--- src/rtl/ssd1306_init_seq.sv ---
// ssd1306_init_seq
//   Command sequencer sitting in front of a byte-level I2C master that talks
//   to an SSD1306 OLED controller.
//   - Waits POWERUP_CYCLES after reset for the panel supply to settle.
//   - Sends the 26-byte init list as one I2C write.
//   - Restarts the whole list after a NACK, up to MAX_RETRY times, with a
//     pause of RETRY_CYCLES between attempts.
//   - Afterwards, forwards single host bytes as 2-byte writes made of a
//     control byte (0x00 = command, 0x40 = GDDRAM data) and the payload.
//
// Ports
//   clk, reset    system clock, synchronous active-high reset
//   tx_addr       7-bit slave address (constant DEV_ADDR)
//   tx_data       byte offered to the I2C master
//   tx_start      offered byte opens a transaction (START + addr + W first)
//   tx_stop       offered byte closes a transaction (STOP after its ACK slot)
//   tx_valid      byte offered; tx_ready = master takes it this cycle
//   ack_valid     one-cycle pulse: ACK slot of the last accepted byte ended
//   ack_nack      with ack_valid: 1 = slave NACKed
//   cmd_data      host payload byte
//   cmd_is_data   0 = command byte, 1 = display RAM data byte
//   cmd_valid     host request; cmd_ready = request taken this cycle
//   init_done     init list completed, sticky until reset
//   init_fail     retries exhausted, sticky until reset
//   busy          a transaction (or retry pause) is in progress
module ssd1306_init_seq #(
   parameter logic [6:0]  DEV_ADDR       = 7'h3C,
   parameter int unsigned POWERUP_CYCLES = 100000,
   parameter int unsigned RETRY_CYCLES   = 10000,
   parameter int unsigned MAX_RETRY      = 3
) (
   input  logic       clk,
   input  logic       reset,
   output logic [6:0] tx_addr,
   output logic [7:0] tx_data,
   output logic       tx_start,
   output logic       tx_stop,
   output logic       tx_valid,
   input  logic       tx_ready,
   input  logic       ack_valid,
   input  logic       ack_nack,
   input  logic [7:0] cmd_data,
   input  logic       cmd_is_data,
   input  logic       cmd_valid,
   output logic       cmd_ready,
   output logic       init_done,
   output logic       init_fail,
   output logic       busy
);

   typedef enum logic [3:0] {
      S_PWR_WAIT,
      S_INIT_TX,
      S_INIT_ACK,
      S_RETRY_WAIT,
      S_IDLE,
      S_USR_CTRL,
      S_USR_ACK1,
      S_USR_DATA,
      S_USR_ACK2,
      S_FAIL
   } state_t;

   localparam logic [4:0]  ROM_LAST = 5'd25;
   // A zero cycle count behaves like one cycle rather than wrapping around.
   localparam logic [31:0] PWR_LAST = (POWERUP_CYCLES == 0) ? 32'd0 : 32'(POWERUP_CYCLES - 1);
   localparam logic [31:0] RTY_LAST = (RETRY_CYCLES == 0) ? 32'd0 : 32'(RETRY_CYCLES - 1);
   localparam logic [31:0] RTY_MAX  = 32'(MAX_RETRY);

   state_t      state, state_nxt;
   logic [31:0] wait_cnt, wait_cnt_nxt;
   logic [4:0]  idx, idx_nxt;
   logic [31:0] retry_cnt, retry_cnt_nxt;
   logic        done_nxt, fail_nxt;
   logic [7:0]  usr_byte;
   logic        usr_is_data;
   logic        usr_load;

   // Init list; entry 0 is the I2C control byte (command stream follows).
   function automatic logic [7:0] rom_byte(input logic [4:0] i);
      case (i)
         5'd0:    return 8'h00;
         5'd1:    return 8'hAE;
         5'd2:    return 8'hD5;
         5'd3:    return 8'h80;
         5'd4:    return 8'hA8;
         5'd5:    return 8'h3F;
         5'd6:    return 8'hD3;
         5'd7:    return 8'h00;
         5'd8:    return 8'h40;
         5'd9:    return 8'h8D;
         5'd10:   return 8'h14;
         5'd11:   return 8'h20;
         5'd12:   return 8'h00;
         5'd13:   return 8'hA1;
         5'd14:   return 8'hC8;
         5'd15:   return 8'hDA;
         5'd16:   return 8'h12;
         5'd17:   return 8'h81;
         5'd18:   return 8'hCF;
         5'd19:   return 8'hD9;
         5'd20:   return 8'hF1;
         5'd21:   return 8'hDB;
         5'd22:   return 8'h40;
         5'd23:   return 8'hA4;
         5'd24:   return 8'hA6;
         5'd25:   return 8'hAF;
         default: return 8'h00;
      endcase
   endfunction

   assign tx_addr = DEV_ADDR;

   always_ff @(posedge clk) begin
      if (reset) begin
         state     <= S_PWR_WAIT;
         wait_cnt  <= 32'd0;
         idx       <= 5'd0;
         retry_cnt <= 32'd0;
         init_done <= 1'b0;
         init_fail <= 1'b0;
      end else begin
         state     <= state_nxt;
         wait_cnt  <= wait_cnt_nxt;
         idx       <= idx_nxt;
         retry_cnt <= retry_cnt_nxt;
         init_done <= done_nxt;
         init_fail <= fail_nxt;
      end
   end

   // Host byte holding register; only read after a load, so no reset needed.
   always_ff @(posedge clk) begin
      if (usr_load) begin
         usr_byte    <= cmd_data;
         usr_is_data <= cmd_is_data;
      end
   end

   // Outputs are decoded from the registered state only, so tx_data/start/stop
   // cannot change while an offered byte is stalled by tx_ready = 0.
   always_comb begin
      state_nxt     = state;
      wait_cnt_nxt  = wait_cnt;
      idx_nxt       = idx;
      retry_cnt_nxt = retry_cnt;
      done_nxt      = init_done;
      fail_nxt      = init_fail;
      usr_load      = 1'b0;
      tx_valid      = 1'b0;
      tx_start      = 1'b0;
      tx_stop       = 1'b0;
      tx_data       = 8'h00;
      cmd_ready     = 1'b0;
      busy          = 1'b0;

      case (state)
         S_PWR_WAIT: begin
            if (wait_cnt >= PWR_LAST) begin
               wait_cnt_nxt = 32'd0;
               idx_nxt      = 5'd0;
               state_nxt    = S_INIT_TX;
            end else begin
               wait_cnt_nxt = wait_cnt + 32'd1;
            end
         end

         S_INIT_TX: begin
            busy     = 1'b1;
            tx_valid = 1'b1;
            tx_data  = rom_byte(idx);
            tx_start = (idx == 5'd0);
            tx_stop  = (idx == ROM_LAST);
            if (tx_ready) state_nxt = S_INIT_ACK;
         end

         S_INIT_ACK: begin
            busy = 1'b1;
            if (ack_valid) begin
               if (ack_nack) begin
                  // The master closes the bus with STOP on a NACK by itself.
                  if (retry_cnt < RTY_MAX) begin
                     retry_cnt_nxt = retry_cnt + 32'd1;
                     wait_cnt_nxt  = 32'd0;
                     state_nxt     = S_RETRY_WAIT;
                  end else begin
                     fail_nxt  = 1'b1;
                     state_nxt = S_FAIL;
                  end
               end else if (idx == ROM_LAST) begin
                  done_nxt  = 1'b1;
                  state_nxt = S_IDLE;
               end else begin
                  idx_nxt   = idx + 5'd1;
                  state_nxt = S_INIT_TX;
               end
            end
         end

         S_RETRY_WAIT: begin
            busy = 1'b1;
            if (wait_cnt >= RTY_LAST) begin
               wait_cnt_nxt = 32'd0;
               idx_nxt      = 5'd0;
               state_nxt    = S_INIT_TX;
            end else begin
               wait_cnt_nxt = wait_cnt + 32'd1;
            end
         end

         S_IDLE: begin
            cmd_ready = 1'b1;
            if (cmd_valid) begin
               usr_load  = 1'b1;
               state_nxt = S_USR_CTRL;
            end
         end

         S_USR_CTRL: begin
            busy     = 1'b1;
            tx_valid = 1'b1;
            tx_data  = usr_is_data ? 8'h40 : 8'h00;
            tx_start = 1'b1;
            if (tx_ready) state_nxt = S_USR_ACK1;
         end

         S_USR_ACK1: begin
            busy = 1'b1;
            // A NACK on the control byte drops the host byte silently.
            if (ack_valid) state_nxt = ack_nack ? S_IDLE : S_USR_DATA;
         end

         S_USR_DATA: begin
            busy     = 1'b1;
            tx_valid = 1'b1;
            tx_data  = usr_byte;
            tx_stop  = 1'b1;
            if (tx_ready) state_nxt = S_USR_ACK2;
         end

         S_USR_ACK2: begin
            busy = 1'b1;
            if (ack_valid) state_nxt = S_IDLE;
         end

         S_FAIL: begin
            state_nxt = S_FAIL;
         end

         default: begin
            state_nxt = S_PWR_WAIT;
         end
      endcase
   end

endmodule

--- config.mk ---
export PLATFORM = sky130hd
export DESIGN_NAME = ssd1306_init_seq
export DESIGN_NICKNAME = d
export VERILOG_FILES = /design/src/rtl/ssd1306_init_seq.sv
export SDC_FILE = /design/constraint.sdc
export NUM_CORES = 1
export LEC_CHECK = 0
export CORE_ASPECT_RATIO = 0.7
export CORE_MARGIN = 3
export CORE_UTILIZATION = 40
export CTS_CLUSTER_DIAMETER = 30
export DETAILED_ROUTE_END_ITERATION = 10
export GPL_TIMING_DRIVEN = 0
export PLACE_DENSITY = 0.7
export SLEW_MARGIN = 40
export SYNTH_ARGS = -nofsm -noshare
export SYNTH_HDL_FRONTEND = slang
export SYNTH_SLANG_ARGS = --single-unit
export TNS_END_PERCENT = 5
--- constraint.sdc ---
create_clock -name clk -period 4.41 [get_ports clk]
set_clock_uncertainty 0.1 [all_clocks]
set_input_delay 1.1025 -clock clk [delete_from_list [all_inputs] [get_ports clk]]
set_output_delay 1.1025 -clock clk [all_outputs]
set_load 0.005 [all_outputs]
==> flow_metrics.tcl, run 1 <==
set metrics [dict create \
    status "completed" \
    ys_warn_count 0 \
    cp_data_required_time_ns 4.49 \
    drv_slew 0 \
    start_kind "input port" \
    ys_seq_elements 92 \
    nNetsFinal 563 \
    vias_per_cell 5.35 \
    cts.htree.levels 3 \
    setup_tns_ns 0 \
    fin_util_pct 49.3 \
    cts_hold_buf 0 \
    cellPowerDensity_nw_per_um2 419 \
    grt_use_total_pct 17.0 \
    row_count 31 \
    multi_input_area_um2 2260 \
    max-slew-margin-rel_pct 53.6 \
    diodes 0 \
    antenna_found_initial 0 \
    hold_path.class "register to register" \
    seq_area_frac_synth_pct 44.1 \
    fin_crit_sh_pct 96.4 \
    drc_errors 0 \
    nFillCells 973 \
    reg2reg_depth 11 \
    path_class "input port to register" \
    tritoncts "yes" \
    worst_slew_pin_slew_ns 0.693 \
    ios 37 \
    layout.cells.non_filler 689 \
    die-area_um2 12300 \
    die_w_um 131 \
    syn_to_final_growth_pct 18.2 \
    rsz0062_at_grt "false" \
    seqCellArea_um2 1930 \
    final_antenna_net_count 0 \
    cts_max_path_buffers 2 \
    routedWlPerCell_um 14.6 \
    vias 3688 \
    worstHoldPathCells 1 \
    clock.fmax_mhz 235 \
    clock-sinks 92 \
    worstHoldEndpoint "retry_cnt[30]$_SDFFE_PP0P_" \
    async_flop_share_pct 0 \
    clk_latency_ns 0.33 \
    cts.clk_slew.worst_paths_ns 0.07 \
    hpwl_um 7380 \
    mappedNetlistArea_um2 4380 \
    grt_pass1_wl_um 16700 \
    cts_buffers 9 \
    postSynthCellCount 492 \
    synth.area.top_cells "dfxtp_1 (38%), edfxtp_1 (6.2%), nor2_1 (5.7%)" \
    cts.root.buffer_cell "clkbuf_16" \
    vdd_drop_max_mv 0.264 \
    drive_gt1_share_pct 8.50 \
    initial_utilization_pct 41.7 \
    cap_violations 0 \
    timing.rr.start "state[2]$_SDFFE_PP0P_" \
    port_buffers 28 \
    synthFlopType "dfxtp_1" \
    worst_setup_path_end_kind "register" \
    hold_ws_ns 0.368 \
    drt_iter0_markers 308 \
    die-height_um 93.6 \
    finalHoldViolCount 0 \
    gp_congestion 0.880 \
    worst-r2r-setup-slack_ns 0.73 \
    cp.arrival_ns 4.33 \
    grt_pass1_vias 3339 \
    setup_viol 0 \
    min_period_ns 4.25 \
    synth_top_area_share_pct 37.9 \
    r2r-end "wait_cnt[26]$_SDFFE_PP0P_" \
    first_pass_iters 4 \
    routed_wl_um 10100 \
    p_leak_nw 1.91 \
    grt_max_degree 17 \
    placed_cells_incl_taps 674 \
    synth_edf_count 9 \
    path_max_fanout 9 \
    yosys.area.top_type "dfxtp_1" \
    hold_start "retry_cnt[30]$_SDFFE_PP0P_" \
    synth.distinct_cells 71 \
    avgSynthCellArea_um2 8.91 \
    core_region_area_um2 10500 \
    gr-total-overflow 0 \
]
synth_stat cells (3+ instances only):
library cell and n:
a31oi_1 13, xor2_1 7, xnor2_1 11, nor4_1 11, or4_1 3, o22ai_1 3
o21ai_1 4, a22o_1 3, o21ai_0 8, nor2b_1 36, clkbuf_1 16, a221oi_1 4
and4_1 4, and4b_1 3, buf_2 5, edfxtp_1 9, a22oi_1 9, and2_1 3
nand2_1 34, o211ai_1 4, nor2_1 67, inv_1 12, nand4_1 5, buf_4 7
nand3_1 11, buf_1 3, or3_1 3, nand2b_1 5, mux2i_1 8, nor3_1 12
and3_1 11, ha_1 11, dfxtp_1 83, a21oi_1 18
timing repair:
item | in CTS | in global routing
endpoints found under the hold margin | 0 | 0
endpoints found under the setup margin | 0 | 3
buffers inserted | 0 | 0
resized for setup | 0 | 2
state kept, by name (all words and copies together) (netlist names), named ones only:
name and count:
state 4, init_done 1, usr_byte 8, init_fail 1, wait_cnt 32, retry_cnt 32, idx 5, usr_is_data 1
critical path, cell delays in order:
cell and delay (ns):
clkdlybuf4s50_1 0.63, inv_1 0.15, o31ai_2 0.36, o2111ai_2 0.25, or4_1 0.57, a21o_2 0.32, clkinv_4 0.11, ha_1 0.21
nand2b_1 0.07, a21o_1 0.15, a31oi_1 0.41
logic make-up (layout without fill, tap and decap cells):
kind of cell             count (synthesis)  in the layout  synth area share [%]
AO/OA/AOI/OAI                           93             93                  15.0
buffers and inverters                   46             90                  5.03
other                                    2              7                 0.171
XOR/XNOR                                18             18                  3.60
adder cells (fa/ha/maj)                 12             12                  3.40
multiplexers                             8              8                  1.83
AND/OR/NAND/NOR                        221            221                  26.8
flip-flops                              92             92                  44.1
metrics by stage:
stage | setup WS, ns | total power, W | instance area (um2)
after floorplan | 0.836 | 0.00125 | 4400
after global routing | 0.127 | 0.00228 | 5180
after global placement | -0.237 | 0.00139 | 4870
after detailed placement | -0.251 | 0.00140 | 4870
after CTS | 0.0776 | 0.00217 | 5170
final | 0.161 | 0.00217 | 5180
cells in the final DEF, fill, tap and decap left out, types with 4 or more instances in the layout:
master	n
a21oi_1	18
a221oi_1	4
a22oi_1	9
a31oi_1	13
and3_1	11
and4_1	4
buf_2	6
buf_4	7
clkbuf_1	16
clkbuf_16	9
clkdlybuf4s50_1	28
conb_1	7
dfxtp_1	83
edfxtp_1	9
ha_1	11
inv_1	12
mux2i_1	8
nand2_1	34
nand2b_1	5
nand3_1	11
nand4_1	5
nor2_1	67
nor2b_1	36
nor3_1	12
nor4_1	11
o211ai_1	4
o21ai_0	8
o21ai_1	4
xnor2_1	11
xor2_1	7
worst max path at each step:
stage | startpoint | to | slack (ns)
after detailed placement | ack_valid | register | -0.25
after floorplan | ack_nack | register | 0.84
final | ack_valid | register | 0.16
after global routing | ack_valid | register | 0.13
after global placement | ack_valid | register | -0.24
after CTS | ack_valid | register | 0.08
cell type report:
| class | instances | area share [%] |
|---|---|---|
| Timing Repair Buffer | 29 | 5.51 |
| Clock buffer | 9 | 4.35 |
| Inverter | 14 | 1.16 |
| Buffer | 32 | 3.09 |
| Multi-Input combinational cell | 359 | 43.6 |
| Clock inverter | 6 | 1.40 |
| Sequential cell | 92 | 37.3 |
| Tap cell | 148 | 3.57 |
layer usage:
metal  global-route usage [%]  share of wire, %  vias up
met2                     23.3                42       83
met4                     4.11              0.74        0
met1                     26.1                52     1767
met3                     4.51               5.1        6
met5                        0                 0        -
li1                         -                 -     1832
report_power, final:
group | switching (W) | total (W) | internal [W]
combinational | 0.000293 | 0.000487 | 0.000194
clock | 0.000326 | 0.000769 | 0.000443
sequential | 0.0000308 | 0.000915 | 0.000884
(Power assumes the default switching activity.)
==> run 2: changes to the inputs <==
PLACE_DENSITY = default   (was 0.7)
PLACE_DENSITY_LB_ADDON = 0.08   (was default)
TNS_END_PERCENT = default   (was 5)
==> run 2 against run 1 <==
Compared with the run above: combinational power barely moved; wire length down 1.7%; sequential cell count did not move; highest routed layer unchanged; setup slack got worse by 0.0019 ns; hold slack worse by 0.00098 ns; die area did not move; largest power group unchanged; sequential power is essentially flat; first-iteration DRC count fell by 38%.
==> flow_metrics.tcl, run 2 (synthesized netlist as in run 1, its figures left out) <==
set metrics [dict create \
    status "completed" \
    cellPowerDensity_nw_per_um2 418 \
    hpwl_um 7330 \
    cts_max_path_buffers 2 \
    cp_data_required_time_ns 4.59 \
    seqCellArea_um2 1930 \
    cp_slowest_cell "clkdlybuf4s50_1" \
    tritoncts "yes" \
    cts_hold_buf 0 \
    initial_utilization_pct 41.7 \
    grt_pass1_wl_um 16200 \
    clock-sinks 92 \
    cts.root.buffer_cell "clkbuf_16" \
    clock.fmax_mhz 235 \
    min_period_ns 4.25 \
    syn_to_final_growth_pct 17.9 \
    cp_cell_sequence "clkdlybuf4s50_1 > inv_1 > o31ai_2 > o2111ai_1 > or4_1 > a21o_2 > clkinv_4 > ha_1 > mux2i_1 > a2111o_1 > o21ai_1" \
    p_leak_nw 1.91 \
    cts.htree.levels 3 \
    met1_usage_pct 26.6 \
    antenna_found_initial 0 \
    top_regs "retry_cnt: 32 flops, wait_cnt: 32 flops, usr_byte: 8 flops" \
    grt_use_total_pct 17.0 \
    ios 37 \
    drc_errors 0 \
    vias 3568 \
    cts_buffers 9 \
    grt_max_degree 18 \
    drv_slew 0 \
    grt_pass1_vias 3152 \
    final_antenna_net_count 0 \
    finalHoldViolCount 0 \
    drt_iter0_markers 190 \
    grt_busiest_layer "met1" \
    power_w 0.00216 \
    nFillCells 1010 \
    placed_cells_incl_taps 674 \
    first_pass_iters 5 \
    row_count 31 \
    fin_crit_sh_pct 96.4 \
    layout_commonest_cell "dfxtp_1" \
    start_kind "input port" \
    cap_violations 0 \
    path_class "input port to register" \
    vias_per_cell 5.17 \
    rsz0062_at_grt "false" \
    dpl_cell_area_um2 4870 \
    clk_latency_ns 0.35 \
    path_max_fanout 9 \
    max-slew-margin-rel_pct 44.0 \
    drive_gt1_share_pct 8.49 \
    crit_buf_inv 3 \
    layout.cells.non_filler 690 \
    core_region_area_um2 10500 \
    max_stage_delay_ns 0.60 \
    gp_congestion 0.825 \
    fin_area_um2 5170 \
    gr-total-overflow 0 \
    cp.arrival_ns 4.43 \
    vdd_drop_max_mv 0.214 \
    gr-usage-met3_pct 3.94 \
    routedWlPerCell_um 14.3 \
    diodes 0 \
    setup_viol 0 \
    critical_path.top_delay_family "compound AO/OA/AOI/OAI gates" \
    worst_slew_pin_slew_ns 0.838 \
    hold_path.class "register to register" \
    mostFrequentLayoutCells "dfxtp_1 (83), nor2_1 (67), nor2b_1 (36)" \
    nNetsFinal 563 \
    port_buffers 28 \
    routed_wl_um 9890 \
    worst_setup_path_end_kind "register" \
    die_w_um 131 \
    die-height_um 93.6 \
    multi_input_area_um2 2250 \
    cts.clk_slew.worst_paths_ns 0.07 \
    grt_use_met2_pct 22.5 \
    die-area_um2 12300 \
]
-- run 2: cell count changes in the layout (fill, tap and decap cells not counted), sizes merged --
cell / previous run / this run
clkbuf: 25 / 26
inv: 15 / 18
bufinv: 1 / 0
clkinv: 4 / 2
-- run 2: layer usage --
| layer | routed length (um) | vias to the layer above |
|---|---|---|
| met5 | 0 | - |
| met4 | 125 | 0 |
| met3 | 498 | 12 |
| met2 | 4000 | 87 |
| met1 | 5260 | 1626 |
| li1 | - | 1843 |
-- run 2: final cells by class --
type | instances | share of cell area [%]
buffer | 32 | 3.10
clock buffer | 10 | 4.62
clock inverter | 6 | 1.02
inverter | 14 | 1.16
multi-input combinational | 359 | 43.6
sequential | 92 | 37.4
tap | 148 | 3.58
timing repair buffer | 29 | 5.52
-- run 2: path summary, 6_finish.rpt --
| kind | start | endpoint | slack (ns) | depth (start not counted) |
|---|---|---|---|---|
| setup / recovery | ack_valid | register | 0.16 | 11 |
| setup reg to reg | state[2]$_SDFFE_PP0P_ | wait_cnt[26]$_SDFFE_PP0P_ | 0.61 | 11 |
| hold / removal | retry_cnt[23]$_SDFFE_PP0P_ | retry_cnt[23]$_SDFFE_PP0P_ | 0.37 | 1 |
| hold reg to reg | retry_cnt[23]$_SDFFE_PP0P_ | retry_cnt[23]$_SDFFE_PP0P_ | 0.37 | 1 |
-- run 2: report_power, final --
group | switching, W | leakage [nW] | internal, W | total [W]
registers | 0.0000304 | 0.752 | 0.000884 | 0.000914
logic | 0.000294 | 1.01 | 0.000191 | 0.000485
clock network | 0.000351 | 0.146 | 0.000409 | 0.000760
total | 0.000675 | 1.91 | 0.00148 | 0.00216
-- run 2: repair_timing --
item / 4_1_cts / 5_1_grt
endpoints found under the setup margin: 0 / 5
resized for setup: 0 / 1
setup buffers: 0 / 0
-- run 2: through the flow --
stage / worst slack [ns] / hold slack, ns / util [%] / TNS (ns)
floorplan: 0.836 / 0.338 / - / 0
CTS: 0.0835 / 0.370 / 49.1 / 0
global placement: -0.267 / 0.353 / 46.3 / -1.34
global route: 0.0419 / 0.376 / 49.2 / 0
detailed placement: -0.264 / 0.356 / 46.3 / -1.38
finish: 0.159 / 0.367 / 49.2 / 0
